--- src/rtl/affine_sched_ctrl.sv ---
// Affine schedule controller: one enable pulse per iteration of a 3-deep loop nest
// at cycle OFFSET + d0*STR0 + d1*STR1 + d2*STR2 after flush release.
module affine_sched_ctrl #(
    parameter int CW     = 16,
    parameter int EXT0   = 4,
    parameter int EXT1   = 4,
    parameter int EXT2   = 1,
    parameter int STR0   = 1,
    parameter int STR1   = 4,
    parameter int STR2   = 16,
    parameter int OFFSET = 2
) (
    input  logic          clk,
    input  logic          rst_n,
    input  logic          flush,
    input  logic          stall,
    output logic          en,
    output logic [CW-1:0] d0,
    output logic [CW-1:0] d1,
    output logic [CW-1:0] d2,
    output logic          busy,
    output logic          done
);

    localparam longint LAST_FIRE = longint'(OFFSET)
                                 + longint'(EXT0 - 1) * longint'(STR0)
                                 + longint'(EXT1 - 1) * longint'(STR1)
                                 + longint'(EXT2 - 1) * longint'(STR2);

    generate
        if (LAST_FIRE >= (longint'(1) << CW)) begin : g_range_chk
            $error("affine_sched_ctrl: last fire time does not fit in CW bits");
        end
    endgenerate

    // Sum of products is formed wide, then truncated; the range check above bounds it.
    localparam int MW = CW + $clog2(STR0 + STR1 + STR2 + OFFSET + 1) + 2;

    typedef enum logic [1:0] {
        IDLE = 2'd0,
        RUN  = 2'd1,
        DONE = 2'd2
    } state_t;

    state_t        state;
    state_t        state_nxt;
    logic [CW-1:0] cnt;
    logic [CW-1:0] fire;
    logic [CW-1:0] nd0;
    logic [CW-1:0] nd1;
    logic [CW-1:0] nd2;
    logic          final_iter;
    logic          fire_now;

    function automatic logic [CW-1:0] fire_of(input logic [CW-1:0] a,
                                              input logic [CW-1:0] b,
                                              input logic [CW-1:0] c);
        logic [MW-1:0] sum;
        sum = MW'(OFFSET)
            + MW'(a) * MW'(STR0)
            + MW'(b) * MW'(STR1)
            + MW'(c) * MW'(STR2);
        return sum[CW-1:0];
    endfunction

    // Innermost-first index advance; wrapping out of d2 marks the final iteration.
    always_comb begin
        nd0        = d0;
        nd1        = d1;
        nd2        = d2;
        final_iter = 1'b0;
        if (d0 != CW'(EXT0 - 1)) begin
            nd0 = d0 + CW'(1);
        end else begin
            nd0 = '0;
            if (d1 != CW'(EXT1 - 1)) begin
                nd1 = d1 + CW'(1);
            end else begin
                nd1 = '0;
                if (d2 != CW'(EXT2 - 1)) begin
                    nd2 = d2 + CW'(1);
                end else begin
                    nd2        = '0;
                    final_iter = 1'b1;
                end
            end
        end
    end

    assign fire_now = (state == RUN) && !flush && !stall && (cnt == fire);

    always_ff @(posedge clk or negedge rst_n) begin
        if (!rst_n) begin
            state <= IDLE;
        end else begin
            state <= state_nxt;
        end
    end

    always_comb begin
        state_nxt = state;
        if (flush) begin
            state_nxt = RUN;
        end else if (fire_now && final_iter) begin
            state_nxt = DONE;
        end
    end

    always_comb begin
        en   = fire_now;
        busy = (state == RUN);
        done = (state == DONE);
    end

    // Schedule time only advances while running and not stalled; DONE freezes it.
    always_ff @(posedge clk or negedge rst_n) begin
        if (!rst_n) begin
            cnt  <= '0;
            fire <= CW'(OFFSET);
            d0   <= '0;
            d1   <= '0;
            d2   <= '0;
        end else if (flush) begin
            cnt  <= '0;
            fire <= CW'(OFFSET);
            d0   <= '0;
            d1   <= '0;
            d2   <= '0;
        end else if (state == RUN && !stall) begin
            cnt <= cnt + CW'(1);
            if (fire_now) begin
                d0   <= nd0;
                d1   <= nd1;
                d2   <= nd2;
                fire <= fire_of(nd0, nd1, nd2);
            end
        end
    end

endmodule

--- config.mk ---
export PLATFORM = sky130hd
export DESIGN_NAME = affine_sched_ctrl
export DESIGN_NICKNAME = d
export VERILOG_FILES = /design/src/rtl/affine_sched_ctrl.sv
export SDC_FILE = /design/constraint.sdc
export NUM_CORES = 1
export LEC_CHECK = 0
export CAP_MARGIN = 30
export CORE_MARGIN = 1
export CORE_UTILIZATION = 30
export CTS_CLUSTER_DIAMETER = 60
export CTS_CLUSTER_SIZE = 40
export DETAILED_ROUTE_END_ITERATION = 8
export GPL_TIMING_DRIVEN = 0
export SETUP_SLACK_MARGIN = 0.3
export SLEW_MARGIN = 20
export SYNTH_ARGS = -nofsm -noshare
export SYNTH_HDL_FRONTEND = slang
export SYNTH_SLANG_ARGS = --single-unit
--- constraint.sdc ---
create_clock -name clk -period 5.12 [get_ports clk]
set_input_delay 1.024 -clock clk [delete_from_list [all_inputs] [get_ports clk]]
set_output_delay 1.024 -clock clk [all_outputs]
set_load 0.02 [all_outputs]
* After elaboration in Yosys (flattened, before gate mapping)
Index checks and enable logic that the tools add are counted.
Cells by class: add/subtract/negate cells 7, equality and inequality tests 5, multiplexer cells 25, reductions and logical operators 12
Operators with widths (count):
- $mux W16 | 20
- $add A16 B1 Y16 const B | 4
- $add A16 B16 Y16 | 2
- $ne A16 B2 Y1 const B | 2
- $add A2 B16 Y16 const A | 1
- $eq A16 B16 Y1 | 1
- $reduce_bool A16 Y1 | 1
- $reduce_bool A2 Y1 | 3
- $logic_and A1 B1 Y1 | 5
- $mux W2 | 2
- $mux W1 | 3
- $eq A2 B1 Y1 const B | 1
- $eq A2 B2 Y1 const B | 1
- $logic_not A1 Y1 | 2
- $reduce_and A2 Y1 | 1
Storage, ports and cells: register bits 82, input bits 4

* Longest topological paths before layout
depth after elaboration 8, depth in mapped cells 18, gate-level depth less buffers 17

* Least setup slack after synthesis
Ideal clock, no wire load.
path type register to register, start register d0[1], end register fire[15], required time 4.994 ns, arrival time 3.881 ns, cell stages (with the launch flop) 17, slack 1.113 ns, buffers on the path 0, period minus slack after synthesis 4.007 ns, cell sequence dfrtp_1 ha_1 nor4b_4 nand4_4 or2_1 nor2_1 nand3_1 xnor2_1 fa_1 ha_1 a21o_1 a21oi_1 o21ba_2 o41ai_1 o31ai_1 xnor2_1 o21ai_1
Between the ends: longest elaborated chain between the ends 8
RTL lines:
- start: declaration | line 18 | output logic [CW-1:0] d0,
- start signal: assignment | line 132 | d0 <= nd0;
- $add A16 B1 Y16 or $ne A16 B2 Y1 (tied branches) | line 73, 72
- $mux W16 | line 72 | if (d0 != CW'(EXT0 - 1)) begin
- $add A2 B16 Y16 | line 60 | + MW'(a) * MW'(STR0)
- $add A16 B16 Y16 | line 61 | + MW'(b) * MW'(STR1)
- $add A16 B16 Y16 * | line 62 | + MW'(c) * MW'(STR2);
- $mux W16 * | line 131 | if (fire_now) begin
- $mux W16 * | line 129 | end else if (state == RUN && !stall) begin
- $mux W16 * | line 123 | end else if (flush) begin
- end signal: assignment | line 119 | fire <= CW'(OFFSET);
- end signal: assignment | line 125 | fire <= CW'(OFFSET);
- end signal: assignment | line 135 | fire <= fire_of(nd0, nd1, nd2);
- end: declaration | line 48 | logic [CW-1:0] fire;
Mark *: on every way between the ends. The rest lies on a longest branch, timed or not. The select of a mux whose other input is x is not followed. A chain may end at the register's enable or synchronous reset.

* Final worst setup path
start input port stall, end output port en
Between the ends: longest elaborated chain between the ends 3
RTL lines:
- start: declaration | line 16 | input logic stall,
- $logic_not A1 Y1 | line 90 | assign fire_now = (state == RUN) && !flush && !stall && (cnt == fire);
- $logic_and A1 B1 Y1 (2 in series) | line 90
- end: declaration | line 17 | output logic en,
No other way between the ends.

==> out/summary.json <==
{
  "synth-edff-count": 0,
  "io_buffer_count": 53,
  "grt.met2_usage": 0.2970,
  "critical_path_startpoint_category": "primary input",
  "global_route_track_usage_on_met3": 0.03014,
  "cp.arrival_ps": 3620,
  "worstSetupEndpointType": "primary output",
  "netlist_area_um2": 5573,
  "yosys_register_bits": 81,
  "synth-seq-area-share": 0.3639,
  "busiest_layer": "met2",
  "wl_per_cell_um": 18.30,
  "whs_path_depth": 2,
  "synth-async-reset-ratio": 1.000,
  "power_dens_cells_nw_per_um2": 196.2,
  "final_layout_size_suffix_gt1_frac": 0.06442,
  "tritoncts.num_buffers": 9,
  "die_area_um2": 19130,
  "cts.sink_count": 81,
  "clock_tree_buf_depth": 2,
  "initial_core_util": 0.3081,
  "ios": 55,
  "fill_cells": 1821,
  "total_of_endpoints_with_negative_setup_slack_in_the_final_report": 0,
  "hpwl_after_detailed_placement_um": 12630,
  "grt_pass1_wl_um": 26450,
  "worst_pin_slew_ps": 770.4,
  "maxCapViolCount": 0,
  "timing.critical_path.slowest_stage_cell": "clkdlybuf4s50_1",
  "antenna-diode-count": 0,
  "post-synth-top-area-fraction": 0.3592,
  "layout_min_cycle_time_ps": 4641,
  "clock_tree.htree_level_count": 3,
  "post_cts_buffers": 0,
  "area_delta_synth_final_pct": 20.09,
  "relSlewSlack": 0.4864,
  "drt-total-wl_um": 16690,
  "maximum_clock_frequency_ghz": 0.2154,
  "violated_checks": "design-rule violations",
  "p_leak_nw": 2.911,
  "clockRootBuffer": "clkbuf_16",
  "syn_nets": 649,
  "num_vias": 4748,
  "antenna_found_initial": 0,
  "irDropWorstVdd_uv": 156.7,
  "path_cells": "clkdlybuf4s50_1 -> nor2b_1 -> buf_2 -> and4_1 -> nand2_1 -> inv_1 -> clkbuf_2 -> clkdlybuf4s50_1",
  "design.core.area_um2": 18090,
  "grt_remaining_overflow": 0,
  "final_core_utilization": 0.3700,
  "path_class": "in -> out",
  "place_inst": 896,
  "layoutNonFillerInstCount": 912,
  "critPathMaxFanout": 10,
  "die_w_um": 138.3,
  "ys_top_cells_by_area": "dfrtp_1 36%, xnor2_1 6.4%, xor2_1 5.8%, ha_1 4.5%, fa_1 4.3%",
  "yosys_warnings": 0,
  "gr-usage-all-layers": 0.1794,
  "post-route-drc-count": 4,
  "post_synth.cell_area_avg_um2": 9.091,
  "crit_top_cell": "clkdlybuf4s50_1",
  "clock_tree_from_tritoncts": "done",
  "finalCritPeriodShare": 0.9065,
  "final_sum_of_negative_setup_slack_ps": 0,
  "detail-route-antenna-nets": 0,
  "largest_area_contributor_in_the_netlist": "dfrtp_1",
  "viasPerCell": 5.206,
  "report.final.slew_viol_count": 0,
  "worstSkewPairLatency_ps": 350,
  "synthTopCellsByCount": "80 x dfrtp_1, 57 x nor2_1, 51 x nand2_1",
  "synth.distinct_cells": 64,
  "slowest_delay_ps": 660,
  "core.rowCount": 49,
  "min-delay-path-class": "reg -> reg",
  "hold_viol": 0,
  "drt-initial-drc-count": 376,
  "run_status": "finished, violations left",
  "grt_setup_unrepaired": "true",
  "synthFlopType": "dfrtp_1",
  "grt_max_degree": 52,
  "design.final.nets": 714,
  "drt_pre_antenna_iters": 7,
  "first_global_vias": 4629,
  "timing.critical_path.required_ps": 4100,
  "synthesis.instances": 613,
  "clk_pin_slew_ps": 60,
  "gp_routability_congestion": 0.8735,
  "grt.met1_usage": 0.2431,
  "finClkSkew_ps": 11.47,
  "yosys.cell_count.top_type": "dfrtp_1",
  "reg2regPathDepth": 15,
  "chipHeight_um": 138.3
}
## cell families (layout without fill, tap and decap cells)
kind of cell,after synthesis,count (layout),share of synthesized area
adder cells (fa/ha/maj),32,32,0.08801
AND/OR/NAND/NOR,249,249,0.2427
multiplexers,11,11,0.02155
buffers and inverters,56,126,0.03951
flip-flops,81,81,0.3639
XOR/XNOR,78,78,0.1226
AO/OA/AOI/OAI,106,106,0.1217
## layer usage
metal	part of all wire	wire length (µm)
met5	0	0
met4	0.014	231
met3	0.039	653
met2	0.47	7912
met1	0.47	7894
## path summary, 6_finish.rpt
path,startpoint,endpoint,slack [ps]
min,fire[1],fire[1],490
min reg2reg,fire[1],fire[1],490
max reg2reg,d0[0],fire[15],560
max in group asynchronous,rst_n,d1[6],3880
max,stall,en,480
min in group asynchronous,rst_n,d0[3],620
## final cells by class
| cell class | count | area (µm²) | share of cell area |
|---|---|---|---|
| Inverter | 22 | 82.58 | 0.01234 |
| Multi-Input combinational cell | 476 | 3336 | 0.4984 |
| Clock buffer | 10 | 229.0 | 0.03421 |
| Timing Repair Buffer | 54 | 555.5 | 0.08301 |
| Buffer | 34 | 138.9 | 0.02075 |
| Tap cell | 229 | 286.5 | 0.04281 |
| Clock inverter | 6 | 35.03 | 0.005235 |
| Sequential cell | 81 | 2029 | 0.3032 |
## state kept, by name, indices dropped and copies added, names as in the netlist
signal and count:
fire 15, d2 16, state 2, d1 16, cnt 16, d0 16
## per-stage QoR
| stage | power [mW] | setup slack (ps) | area, µm² | hold WS (ps) |
|---|---|---|---|---|
| final | 1.313 | 478.5 | 6693 | 494.9 |
| after global routing | 1.359 | 254.5 | 6693 | 510.6 |
| after global placement | 0.7197 | -134.9 | 6390 | 473.8 |
| after CTS | 1.327 | 389.9 | 6680 | 494.0 |
| after detailed placement | 0.7222 | 202.7 | 6415 | 484.1 |
| after floorplan | 0.6863 | 1113 | 5573 | 447.8 |
## worst max-delay path: cells and delay by family
family	cells	cell delay (ps)
buf+inv	5	1760
simple gates	3	820
## cells in the final DEF (no fill, tap or decap), types with 4 or more instances in the layout
cell	n
nor3_1	12
o31ai_1	16
mux2_1	7
o21ai_0	26
dfrtp_1	79
ha_1	20
inv_1	21
nand3_1	42
buf_2	5
nor2_1	55
a31oi_1	4
fa_1	12
nor4_1	13
a21oi_1	17
clkdlybuf4s50_1	52
a22o_1	4
o21ai_1	15
o41ai_1	5
xor2_1	37
and4_1	7
clkbuf_16	9
and3_1	14
o21a_1	4
xnor2_1	41
nor2b_1	13
a21o_1	4
clkbuf_1	22
nand4_1	8
nand2_1	51
clkinv_2	4
buf_1	6
## report_power, final
part	total [mW]	leakage, nW	internal (mW)	switching (mW)
clock	0.603	0.128	0.325	0.277
combinational	0.0654	1.66	0.0157	0.0498
sequential	0.645	1.12	0.642	0.00299
## timing repair
action / 4_1_cts / 5_1_grt
hold buffers: 0 / 0
hold endpoints to repair: 0 / 0
resized for setup: 1 / 5
pin swaps: 0 / 1
setup endpoints to repair: 1 / 5
Note: power is estimated with default switching activity, not from simulation.
